--- src/rtl/spi_response_tx_pkg.sv ---
// Shared types and constants for the SPI response transmitter.
package spi_response_tx_pkg;

    localparam int BYTE_W = 8;
    localparam logic [BYTE_W-1:0] DEFAULT_IDLE_BYTE = 8'h00;

    typedef enum logic [1:0] {
        ST_IDLE  = 2'd0,
        ST_LOAD  = 2'd1,
        ST_SHIFT = 2'd2
    } tx_state_e;

endpackage

--- src/rtl/spi_response_tx_resp_fifo.sv ---
// Response byte buffer: power-of-two circular FIFO with combinational head read.
// A push while full is only accepted when a pop happens in the same cycle.
module resp_fifo
    import spi_response_tx_pkg::*;
#(
    parameter int DEPTH = 16
) (
    input  logic                    clk,
    input  logic                    rst,
    input  logic                    push,
    input  logic [BYTE_W-1:0]       push_data,
    input  logic                    pop,
    output logic [BYTE_W-1:0]       head_data,
    output logic                    full,
    output logic                    empty,
    output logic [$clog2(DEPTH):0]  count
);

    localparam int AW = $clog2(DEPTH);
    localparam logic [AW:0] FULL_CNT = (AW + 1)'(DEPTH);

    logic [BYTE_W-1:0] mem_q [DEPTH];
    logic [AW-1:0]     wr_ptr_q, wr_ptr_d;
    logic [AW-1:0]     rd_ptr_q, rd_ptr_d;
    logic [AW:0]       count_q, count_d;
    logic              push_ok, pop_ok;

    assign full      = (count_q == FULL_CNT);
    assign empty     = (count_q == '0);
    assign count     = count_q;
    assign head_data = mem_q[rd_ptr_q];

    always_comb begin
        pop_ok   = pop && !empty;
        push_ok  = push && (!full || pop_ok);
        wr_ptr_d = wr_ptr_q;
        rd_ptr_d = rd_ptr_q;
        count_d  = count_q;
        // Pointers wrap naturally because DEPTH is a power of two.
        if (push_ok) begin
            wr_ptr_d = wr_ptr_q + AW'(1);
        end
        if (pop_ok) begin
            rd_ptr_d = rd_ptr_q + AW'(1);
        end
        unique case ({push_ok, pop_ok})
            2'b10:   count_d = count_q + (AW + 1)'(1);
            2'b01:   count_d = count_q - (AW + 1)'(1);
            default: count_d = count_q;
        endcase
    end

    always_ff @(posedge clk) begin
        if (rst) begin
            wr_ptr_q <= '0;
            rd_ptr_q <= '0;
            count_q  <= '0;
        end else begin
            wr_ptr_q <= wr_ptr_d;
            rd_ptr_q <= rd_ptr_d;
            count_q  <= count_d;
        end
    end

    always_ff @(posedge clk) begin
        if (push_ok) begin
            mem_q[wr_ptr_q] <= push_data;
        end
    end

endmodule

--- src/rtl/spi_response_tx.sv ---
// SPI mode-0 slave response transmitter: buffers response bytes and shifts them out MSB first.
// Optional build macro SPI_RESP_LEN_PREFIX_EN sends the buffered byte count as the first byte.
module spi_response_tx
    import spi_response_tx_pkg::*;
#(
    parameter int                FIFO_DEPTH  = 16,
    parameter logic [BYTE_W-1:0] IDLE_BYTE   = DEFAULT_IDLE_BYTE,
    parameter int                SYNC_STAGES = 2
) (
    input  logic                         sysClk,
    input  logic                         reset,
    input  logic [7:0]                   byte_in,
    input  logic                         byte_in_valid,
    input  logic                         spi_sclk,
    input  logic                         spi_cs_n,
    input  logic                         clear_overflow,
    output logic                         spi_miso,
    output logic [$clog2(FIFO_DEPTH):0] fifo_count,
    output logic                         fifo_full,
    output logic                         fifo_empty,
    output logic                         tx_byte_done,
    output logic                         overflow_flag
);

    localparam int CW = $clog2(FIFO_DEPTH) + 1;
    localparam int SW = $clog2(SYNC_STAGES + 1);

    logic [SYNC_STAGES-1:0] sclk_sync_q, sclk_sync_d;
    logic [SYNC_STAGES-1:0] cs_sync_q, cs_sync_d;
    logic                   sclk_prev_q, cs_prev_q;
    logic [SW-1:0]          settle_q, settle_d;
    logic                   armed_q, armed_d;
    logic                   sclk_s, cs_s, settle_done;
    logic                   sclk_rise, sclk_fall, cs_rise, cs_fall;

    tx_state_e              state_q, state_d;
    logic [2:0]             bit_cnt_q, bit_cnt_d;
    logic                   last_bit_q, last_bit_d;
    logic [BYTE_W-1:0]      shreg_q, shreg_d;
    logic                   done_q, done_d;
    logic                   overflow_q, overflow_d;
    logic                   pop_req;
`ifdef SPI_RESP_LEN_PREFIX_EN
    logic                   first_q, first_d;
`endif

    logic [BYTE_W-1:0]      head_w;
    logic                   full_w, empty_w;
    logic [CW-1:0]          count_w;

`ifdef SPI_RESP_LEN_PREFIX_EN
    function automatic logic [BYTE_W-1:0] len_to_byte(input logic [CW-1:0] cnt);
        int unsigned v;
        v = 32'(cnt);
        if (v > 32'd255) begin
            return 8'hFF;
        end
        return v[BYTE_W-1:0];
    endfunction
`endif

    resp_fifo #(
        .DEPTH (FIFO_DEPTH)
    ) u_fifo (
        .clk       (sysClk),
        .rst       (reset),
        .push      (byte_in_valid),
        .push_data (byte_in),
        .pop       (pop_req),
        .head_data (head_w),
        .full      (full_w),
        .empty     (empty_w),
        .count     (count_w)
    );

    // After reset the synchronizers hold cs high until the real pin value has flushed
    // through; a cs that was already low must not be mistaken for a fresh falling edge.
    assign sclk_s      = sclk_sync_q[SYNC_STAGES-1];
    assign cs_s        = cs_sync_q[SYNC_STAGES-1];
    assign settle_done = (settle_q == SW'(SYNC_STAGES));
    assign sclk_rise   = sclk_s & ~sclk_prev_q;
    assign sclk_fall   = ~sclk_s & sclk_prev_q;
    assign cs_rise     = cs_s & ~cs_prev_q;
    assign cs_fall     = armed_q & ~cs_s & cs_prev_q;

    always_comb begin
        sclk_sync_d    = sclk_sync_q << 1;
        sclk_sync_d[0] = spi_sclk;
        cs_sync_d      = cs_sync_q << 1;
        cs_sync_d[0]   = spi_cs_n;
        settle_d       = settle_done ? settle_q : settle_q + SW'(1);
        armed_d        = armed_q | (settle_done & cs_s);
    end

    always_comb begin
        state_d    = state_q;
        bit_cnt_d  = bit_cnt_q;
        last_bit_d = last_bit_q;
        shreg_d    = shreg_q;
        done_d     = 1'b0;
        pop_req    = 1'b0;
`ifdef SPI_RESP_LEN_PREFIX_EN
        first_d    = first_q;
`endif
        unique case (state_q)
            ST_IDLE: begin
                if (cs_fall) begin
                    state_d = ST_LOAD;
`ifdef SPI_RESP_LEN_PREFIX_EN
                    first_d = 1'b1;
`endif
                end
            end
            ST_LOAD: begin
`ifdef SPI_RESP_LEN_PREFIX_EN
                if (first_q) begin
                    shreg_d = len_to_byte(count_w);
                    first_d = 1'b0;
                end else
`endif
                if (!empty_w) begin
                    shreg_d = head_w;
                    pop_req = 1'b1;
                end else begin
                    shreg_d = IDLE_BYTE;
                end
                bit_cnt_d  = 3'd0;
                last_bit_d = 1'b0;
                state_d    = ST_SHIFT;
            end
            ST_SHIFT: begin
                // Host samples on rising edges; the next bit is presented after the falling edge.
                if (sclk_rise) begin
                    bit_cnt_d = bit_cnt_q + 3'd1;
                    if (bit_cnt_q == 3'd7) begin
                        last_bit_d = 1'b1;
                        done_d     = 1'b1;
                    end
                end
                if (sclk_fall) begin
                    if (last_bit_q) begin
                        state_d = ST_LOAD;
                    end else begin
                        shreg_d = shreg_q << 1;
                    end
                end
            end
            default: state_d = ST_IDLE;
        endcase
        if (cs_rise) begin
            state_d    = ST_IDLE;
            bit_cnt_d  = 3'd0;
            last_bit_d = 1'b0;
            pop_req    = 1'b0;
        end
    end

    always_comb begin
        overflow_d = (byte_in_valid & full_w & ~pop_req) | (overflow_q & ~clear_overflow);
    end

    always_ff @(posedge sysClk) begin
        if (reset) begin
            sclk_sync_q <= '0;
            cs_sync_q   <= '1;
            sclk_prev_q <= 1'b0;
            cs_prev_q   <= 1'b1;
            settle_q    <= '0;
            armed_q     <= 1'b0;
            state_q     <= ST_IDLE;
            bit_cnt_q   <= 3'd0;
            last_bit_q  <= 1'b0;
            done_q      <= 1'b0;
            overflow_q  <= 1'b0;
`ifdef SPI_RESP_LEN_PREFIX_EN
            first_q     <= 1'b0;
`endif
        end else begin
            sclk_sync_q <= sclk_sync_d;
            cs_sync_q   <= cs_sync_d;
            sclk_prev_q <= sclk_s;
            cs_prev_q   <= cs_s;
            settle_q    <= settle_d;
            armed_q     <= armed_d;
            state_q     <= state_d;
            bit_cnt_q   <= bit_cnt_d;
            last_bit_q  <= last_bit_d;
            done_q      <= done_d;
            overflow_q  <= overflow_d;
`ifdef SPI_RESP_LEN_PREFIX_EN
            first_q     <= first_d;
`endif
        end
    end

    always_ff @(posedge sysClk) begin
        shreg_q <= shreg_d;
    end

    assign spi_miso      = (state_q == ST_SHIFT) & shreg_q[BYTE_W-1];
    assign tx_byte_done  = done_q;
    assign overflow_flag = overflow_q;
    assign fifo_count    = count_w;
    assign fifo_full     = full_w;
    assign fifo_empty    = empty_w;

endmodule
--- config.mk ---
export PLATFORM = sky130hd
export DESIGN_NAME = spi_response_tx
export DESIGN_NICKNAME = d
export VERILOG_FILES = /design/src/rtl/spi_response_tx_pkg.sv /design/src/rtl/spi_response_tx_resp_fifo.sv /design/src/rtl/spi_response_tx.sv
export SDC_FILE = /design/constraint.sdc
export NUM_CORES = 1
export LEC_CHECK = 0
export CAP_MARGIN = 5
export CELL_PAD_IN_SITES_DETAIL_PLACEMENT = 1
export CELL_PAD_IN_SITES_GLOBAL_PLACEMENT = 1
export CORE_AREA = 2 2 118 120
export CTS_CLUSTER_DIAMETER = 30
export DETAILED_ROUTE_END_ITERATION = 10
export DIE_AREA = 0 0 120 122
export PLACE_DENSITY_LB_ADDON = 0.1
export RECOVER_POWER = 25
export SKIP_CTS_REPAIR_TIMING = 1
export SLEW_MARGIN = 20
export SYNTH_ARGS = -nofsm -noshare
export SYNTH_HDL_FRONTEND = slang
export SYNTH_SLANG_ARGS = --single-unit
export TNS_END_PERCENT = 50
--- constraint.sdc ---
create_clock -name sysClk -period 3.9 [get_ports sysClk]
set_clock_uncertainty 0.05 [all_clocks]
set_input_delay 0.39 -clock sysClk [delete_from_list [all_inputs] [get_ports sysClk]]
set_output_delay 0.39 -clock sysClk [all_outputs]
set_load 0.01 [all_outputs]
Word-level counts from Yosys, hierarchy flattened
Memories as Yosys holds them, arrays and structs flattened. A register that Yosys moved wholly into a read port is not among the register bits.
Index checks and enable logic that the tools add are counted.
- bits in registers: 38
- bits in writable memories: 128
- input bits: 14
- output and inout bits: 10
- logic and storage cells: 92
- memories kept: 1
- $add $sub $neg: 6
- equality and inequality tests: 13
- mux-type cells: 22
- bitwise gates (word level): 20
- reductions and logical operators: 15
- memory list (memory ; words ; bits a word ; rd ports ; clocked after memory_dff ; wr ports ; RTL line ; RTL):
    u_fifo.mem_q ; 16 ; 8 ; 1 ; 1 ; 1 ; spi_response_tx_resp_fifo.sv:22 ; logic [BYTE_W-1:0] mem_q [DEPTH];
- operators with widths (kind ; number):
    2-to-1 mux 8 bit ; 3
    one-hot mux 8 bit (2 select lines) ; 1
    inequality test 2 bit, second input constant ; 6
    AND 1 bit ; 10
    one-hot mux 5 bit (2 select lines) ; 1
    AND reduction 3 bit ; 3
    adder 4 x 1 -> 4 bit, second input constant ; 2
    2-to-1 mux 1 bit ; 8
    2-to-1 mux 4 bit ; 2
    NOT 1 bit ; 8
    equality test 2 bit, second input constant ; 3
    2-to-1 mux 2 bit ; 3
    one-hot mux 2 bit (3 select lines) ; 1
    one-hot mux 3 bit (2 select lines) ; 1
    adder 5 x 1 -> 5 bit, second input constant ; 1
    equality test 5 bit, second input constant ; 1
    logical NOT 5 bit ; 1
    subtractor 5 x 1 -> 5 bit, second input constant ; 1
    equality test 2 x 1 -> 1 bit, second input constant ; 2
    nonzero test 2 bit ; 2
    adder 3 x 1 -> 3 bit, second input constant ; 1
    equality test 3 bit, second input constant ; 1
    2-to-1 mux 3 bit ; 1
    OR reduction 3 bit ; 1
    other kinds (9) ; 12

Logic depth before layout (Yosys ltp)
Gate-level depths: netlist of run 1.
- depth in word-level cells: 9
- gate-level depth with buffers: 13
- mapped depth without buffers: 10

Modules after synthesis
From an unflattened synthesis of run 1, not the netlist that was laid out.
- cells, all modules: 426
- area, all modules: 6886.6 sq um
- by module, submodules not included (module ; instances ; cells an instance ; area an instance (sq um) ; seq. area each (sq um)):
    resp_fifo ; 1 ; 326 ; 5869.4 ; 4184.0
    spi_response_tx ; 1 ; 100 ; 1017.2 ; 580.6

Least setup slack after synthesis of run 1
No wires, ideal clock.
- path kind: register -> register
- from: register u_fifo.count_q[2], in the netlist u_fifo.count[2]
- to: register u_fifo.count_q[4], in the netlist u_fifo.count[4]
- library setup time: 82 ps
- arrival time: 3093 ps
- required time: 3768 ps
- path slack: 675 ps
- stages on the path, launching flop included: 14
- path buffers: 3
- period minus slack after synthesis: 3225 ps
- path through: dfxtp_1 -> buf_6 -> or4_4 -> buf_6 -> a211o_1 -> nand2_2 -> ha_1 -> clkbuf_1 -> xor2_1 -> ha_1 -> a21oi_1 -> a221o_1 -> a2111o_1 -> o2111ai_1
- word-level cells in the longest chain between the ends: 9
- elaborated cells between the ends (all ways): 16
- those cells by class: add/sub: 2; eq/ne: 3; mux: 4; reduce/logical: 7
- ends and longest elaborated chain (element ; RTL line ; RTL):
    from (decl) ; spi_response_tx_resp_fifo.sv:25 ; logic [AW:0] count_q, count_d;
    from (signal assigned) ; spi_response_tx_resp_fifo.sv:61 ; count_q <= count_d;
    logical NOT 5 bit ; spi_response_tx_resp_fifo.sv:29 ; assign empty = (count_q == '0);
    2-to-1 mux 1 bit ; spi_response_tx.sv:121 ; if (!empty_w) begin
    2-to-1 mux 1 bit ; spi_response_tx.sv:105 ; unique case (state_q)
    2-to-1 mux 1 bit ; spi_response_tx.sv:150 ; if (cs_rise) begin
    logical AND 1 bit ; spi_response_tx_resp_fifo.sv:34 ; pop_ok = pop && !empty;
    logical OR 1 bit ; spi_response_tx_resp_fifo.sv:35 ; push_ok = push && (!full || pop_ok);
    logical AND 1 bit ; spi_response_tx_resp_fifo.sv:35 ;
    equality test 2 x 1 -> 1 bit / equality test 2 bit (equally long branches) ; spi_response_tx_resp_fifo.sv:46 ; unique case ({push_ok, pop_ok})
    one-hot mux 5 bit (2 select lines) / nonzero test 2 bit (equally long branches) ; -- ;
Parallel ways exist; a longest one is shown, timed or not.
A chain may end at the register's enable or synchronous reset.

Worst setup path in the final report of run 1
Ends and elaborated chain as after synthesis.

==> results of run 1 <==
cells by family after synthesis:
family / count (synthesis) / synth area share (%)
flops: 170 / 69.31
xor+xnor: 6 / 0.7645
compound gates: 41 / 4.314
fa+ha+maj: 12 / 2.184
buf+inv: 32 / 2.166
mux: 58 / 14.54
simple gates: 88 / 6.716
path summary, 6_finish.rpt:
| path | endpoint | slack (ps) | start | cells past startpoint |
|---|---|---|---|---|
| setup / recovery | u_fifo.count[4]$_SDFFE_PP0P_ | 450 | u_fifo.count[2]$_SDFFE_PP0P_ | 10 |
| hold / removal | cs_sync_q[1]$_SDFF_PP1_ | 370 | cs_sync_q[0]$_SDFF_PP1_ | 1 |
| setup reg to reg | u_fifo.count[4]$_SDFFE_PP0P_ | 450 | u_fifo.count[2]$_SDFFE_PP0P_ | 10 |
| hold reg to reg | cs_sync_q[1]$_SDFF_PP1_ | 370 | cs_sync_q[0]$_SDFF_PP1_ | 1 |
synthesized netlist by cell type, drive strengths merged:
master / n
edfxtp: 136
dfxtp: 34
mux4: 33
nor2: 26
mux2i: 23
a21oi: 13
nand2: 13
ha: 12
inv: 12
buf: 11
clkbuf: 9
nor4: 8
a22o: 7
nand3: 7
nor2b: 7
o21ai: 6
nand2b: 5
xor2: 5
nor3: 4
nand4: 3
or2: 3
or3: 3
a221o: 2
and2: 2
mux2: 2
nor3b: 2
o2111ai: 2
o22ai: 2
a2111o: 1
a211o: 1
a211oi: 1
a21o: 1
a22oi: 1
a31oi: 1
and2b: 1
and3b: 1
nand3b: 1
o211ai: 1
o221ai: 1
o31ai: 1
or3b: 1
or4: 1
xnor2: 1
through the flow:
step	utilization [%]	cells	cell area, µm²	power [mW]
3_3_place_gp	54.79	605	7400	2.244
6_report	58.84	637	7946	3.793
3_5_place_dp	54.79	605	7400	2.257
4_1_cts	58.87	637	7950	3.839
2_1_floorplan	-	407	6874	2.171
5_1_grt	58.84	637	7946	3.918
final cells by class:
type	count	area share, %
sequential	170	59.99
multi-input combinational	205	25.41
clock buffer	19	5.448
timing repair buffer	38	4.267
tap	180	2.834
clock inverter	13	1.480
inverter	12	0.5668
cell usage in the layout (no fill, tap or decap), types with 3 or more instances in the layout:
| cell | instances |
|---|---|
| a21oi_1 | 13 |
| a22o_1 | 7 |
| buf_4 | 14 |
| clkbuf_1 | 3 |
| clkbuf_16 | 17 |
| clkdlybuf4s50_1 | 17 |
| clkinv_2 | 5 |
| dfxtp_1 | 32 |
| dlygate4sd3_1 | 6 |
| edfxtp_1 | 136 |
| ha_1 | 12 |
| inv_1 | 12 |
| mux2i_1 | 23 |
| mux4_2 | 33 |
| nand2_1 | 12 |
| nand2b_1 | 5 |
| nand3_1 | 7 |
| nand4_1 | 3 |
| nor2_1 | 26 |
| nor2b_1 | 7 |
| nor3_1 | 3 |
| nor4_2 | 7 |
| o21ai_0 | 3 |
| o21ai_1 | 3 |
| or2_2 | 3 |
| or3_1 | 3 |
| xor2_1 | 5 |
sequential cells by signal, summed over array words and instances (netlist names), named ones only:
register and cells:
sclk_sync_q 2, u_fifo.mem_q 128, armed_q 1, u_fifo.count 5
sclk_prev_q 1, last_bit_q 1, u_fifo.rd_ptr_q 4, u_fifo.wr_ptr_q 4
bit_cnt_q 3, cs_sync_q 2, state_q 2, shreg_q 8
cs_prev_q 1, tx_byte_done 1, settle_q 2, overflow_flag 1
report_power, final:
group,internal (mW),switching [mW]
logic,0.0819,0.114
registers,2.00,0.0209
clock network,0.885,0.696
total,2.96,0.831
per-layer routing:
layer / wire length, µm / vias up / global-route usage [%]
li1: - / 1673 / -
met1: 6166 / 1860 / 28.62
met2: 6794 / 75 / 32.53
met3: 705 / 21 / 4.916
met4: 270 / 0 / 8.676
met5: 0 / - / 0
==> flow_summary.toml, run 1 <==
[clock_tree]
cts_buffer_depth = 2
insertion_delay_ps = 420
cts_max_level = 4
path_clk_slew_ps = 60
clkSinkCount = 170
cts_tree = "done"
numCtsBuffers = 17
root_buffer = "clkbuf_16"

[power_and_ir_drop]
p_per_area_mw_per_mm2 = 477.3
leakage_nw = 2.573
peakVddDrop_v = 0.0002578

[layout]
drive_gt1_share_pct = 21.44
multiInputGateArea_mm2 = 0.002019
antenna_cells = 0
seq_area_mm2 = 0.004767
num-fill-cells = 1224
num-nets-final = 470
area_delta_synth_final_pct = 15.60

[grt]
grt_start_max_net_pins = 31
grt_pass1_vias = 3735
grt_pass1_wl_um = 21890
overflow = 0
grt_usage_pct = 20.90
antenna_found_initial = 0

[critical_path]
cp-end-kind = "register"
cp_slowest_cell = "or4_4"
worstPathCellList = "or4_4 > a211o_1 > nand2_2 > ha_1 > xor2_1 > ha_1 > a21oi_1 > a221o_1 > a2111o_1 > o2111ai_1"
critical-path-max-stage-delay_ps = 590
cpMostUsedCell = "ha_1"
crit_buf_inv = 0
required_ps = 4180
start_kind = "register"
crit_family = "compound AO/OA/AOI/OAI gates"
path_max_fanout = 10
criticalPathCategory = "reg -> reg"
worst-endpoint-arrival_ps = 3730

[sta]
hold_viol_final = 0
timing.fmax_mhz = 289.5
drv_slew = 0
setup_slack_ps = 446.0
fin_crit_ps = 3454
setup_tns_ps = 0
finalCritPeriodShare_pct = 88.56
rsz0062_at_grt = "false"
slew_headroom_pct = 17.50
fin_hold_ws_ps = 365.6
setup_violations = 0
tightestPinTransition_ps = 1237

[die]
die_w_um = 120
core.rowCount = 43
die_area_mm2 = 0.01464
core_area_mm2 = 0.01350
num_io_pins = 24
initial_core_util_pct = 50.90
dieHeight_um = 122

[yosys]
netlist_area_mm2 = 0.006874
syn_nets = 433
syn_inst = 407
yosys.cell_types.count = 51
synth_area_leaders = "edfxtp_1 59%, mux4_2 11%, dfxtp_1 9.9%"
netlist.area_leader.share_pct = 59.41
yosysSeqAreaShare_pct = 69.31
avgSynthCellArea_um2 = 16.89
synth_warnings = 0
ys_ff_latch = 170
synth_largest_area_cell = "edfxtp_1"

[route]
vias = 3629
final_antenna_net_count = 0
drc_errors = 0
viasPerCell = 5.697
routed_wl_um = 13940
drt_iter0_markers = 303
drt_pass1_iterations = 4
wire_per_inst_um = 21.88

[place]
gp_congestion = 0.7661
hpwl_um = 8704
pre_cts_ws_ps = 501.3
placement.io_buffers = 23

[worst_hold_path]
hold_path.class = "reg -> reg"

[outcome]
status = "finished clean"

[run]
maxCapViolCount = 0
Note: power is estimated with default switching activity, not from simulation.
==> run 2, diff against run 1 <==
--- a/config.mk
+++ b/config.mk
@@ -5,7 +5,6 @@
 export SDC_FILE = /design/constraint.sdc
 export NUM_CORES = 1
 export LEC_CHECK = 0
-export CAP_MARGIN = 5
 export CELL_PAD_IN_SITES_DETAIL_PLACEMENT = 1
 export CELL_PAD_IN_SITES_GLOBAL_PLACEMENT = 1
 export CORE_AREA = 2 2 118 120
==> results of run 2 <==
Final layout, timing and power as in run 1 (identical DEF).
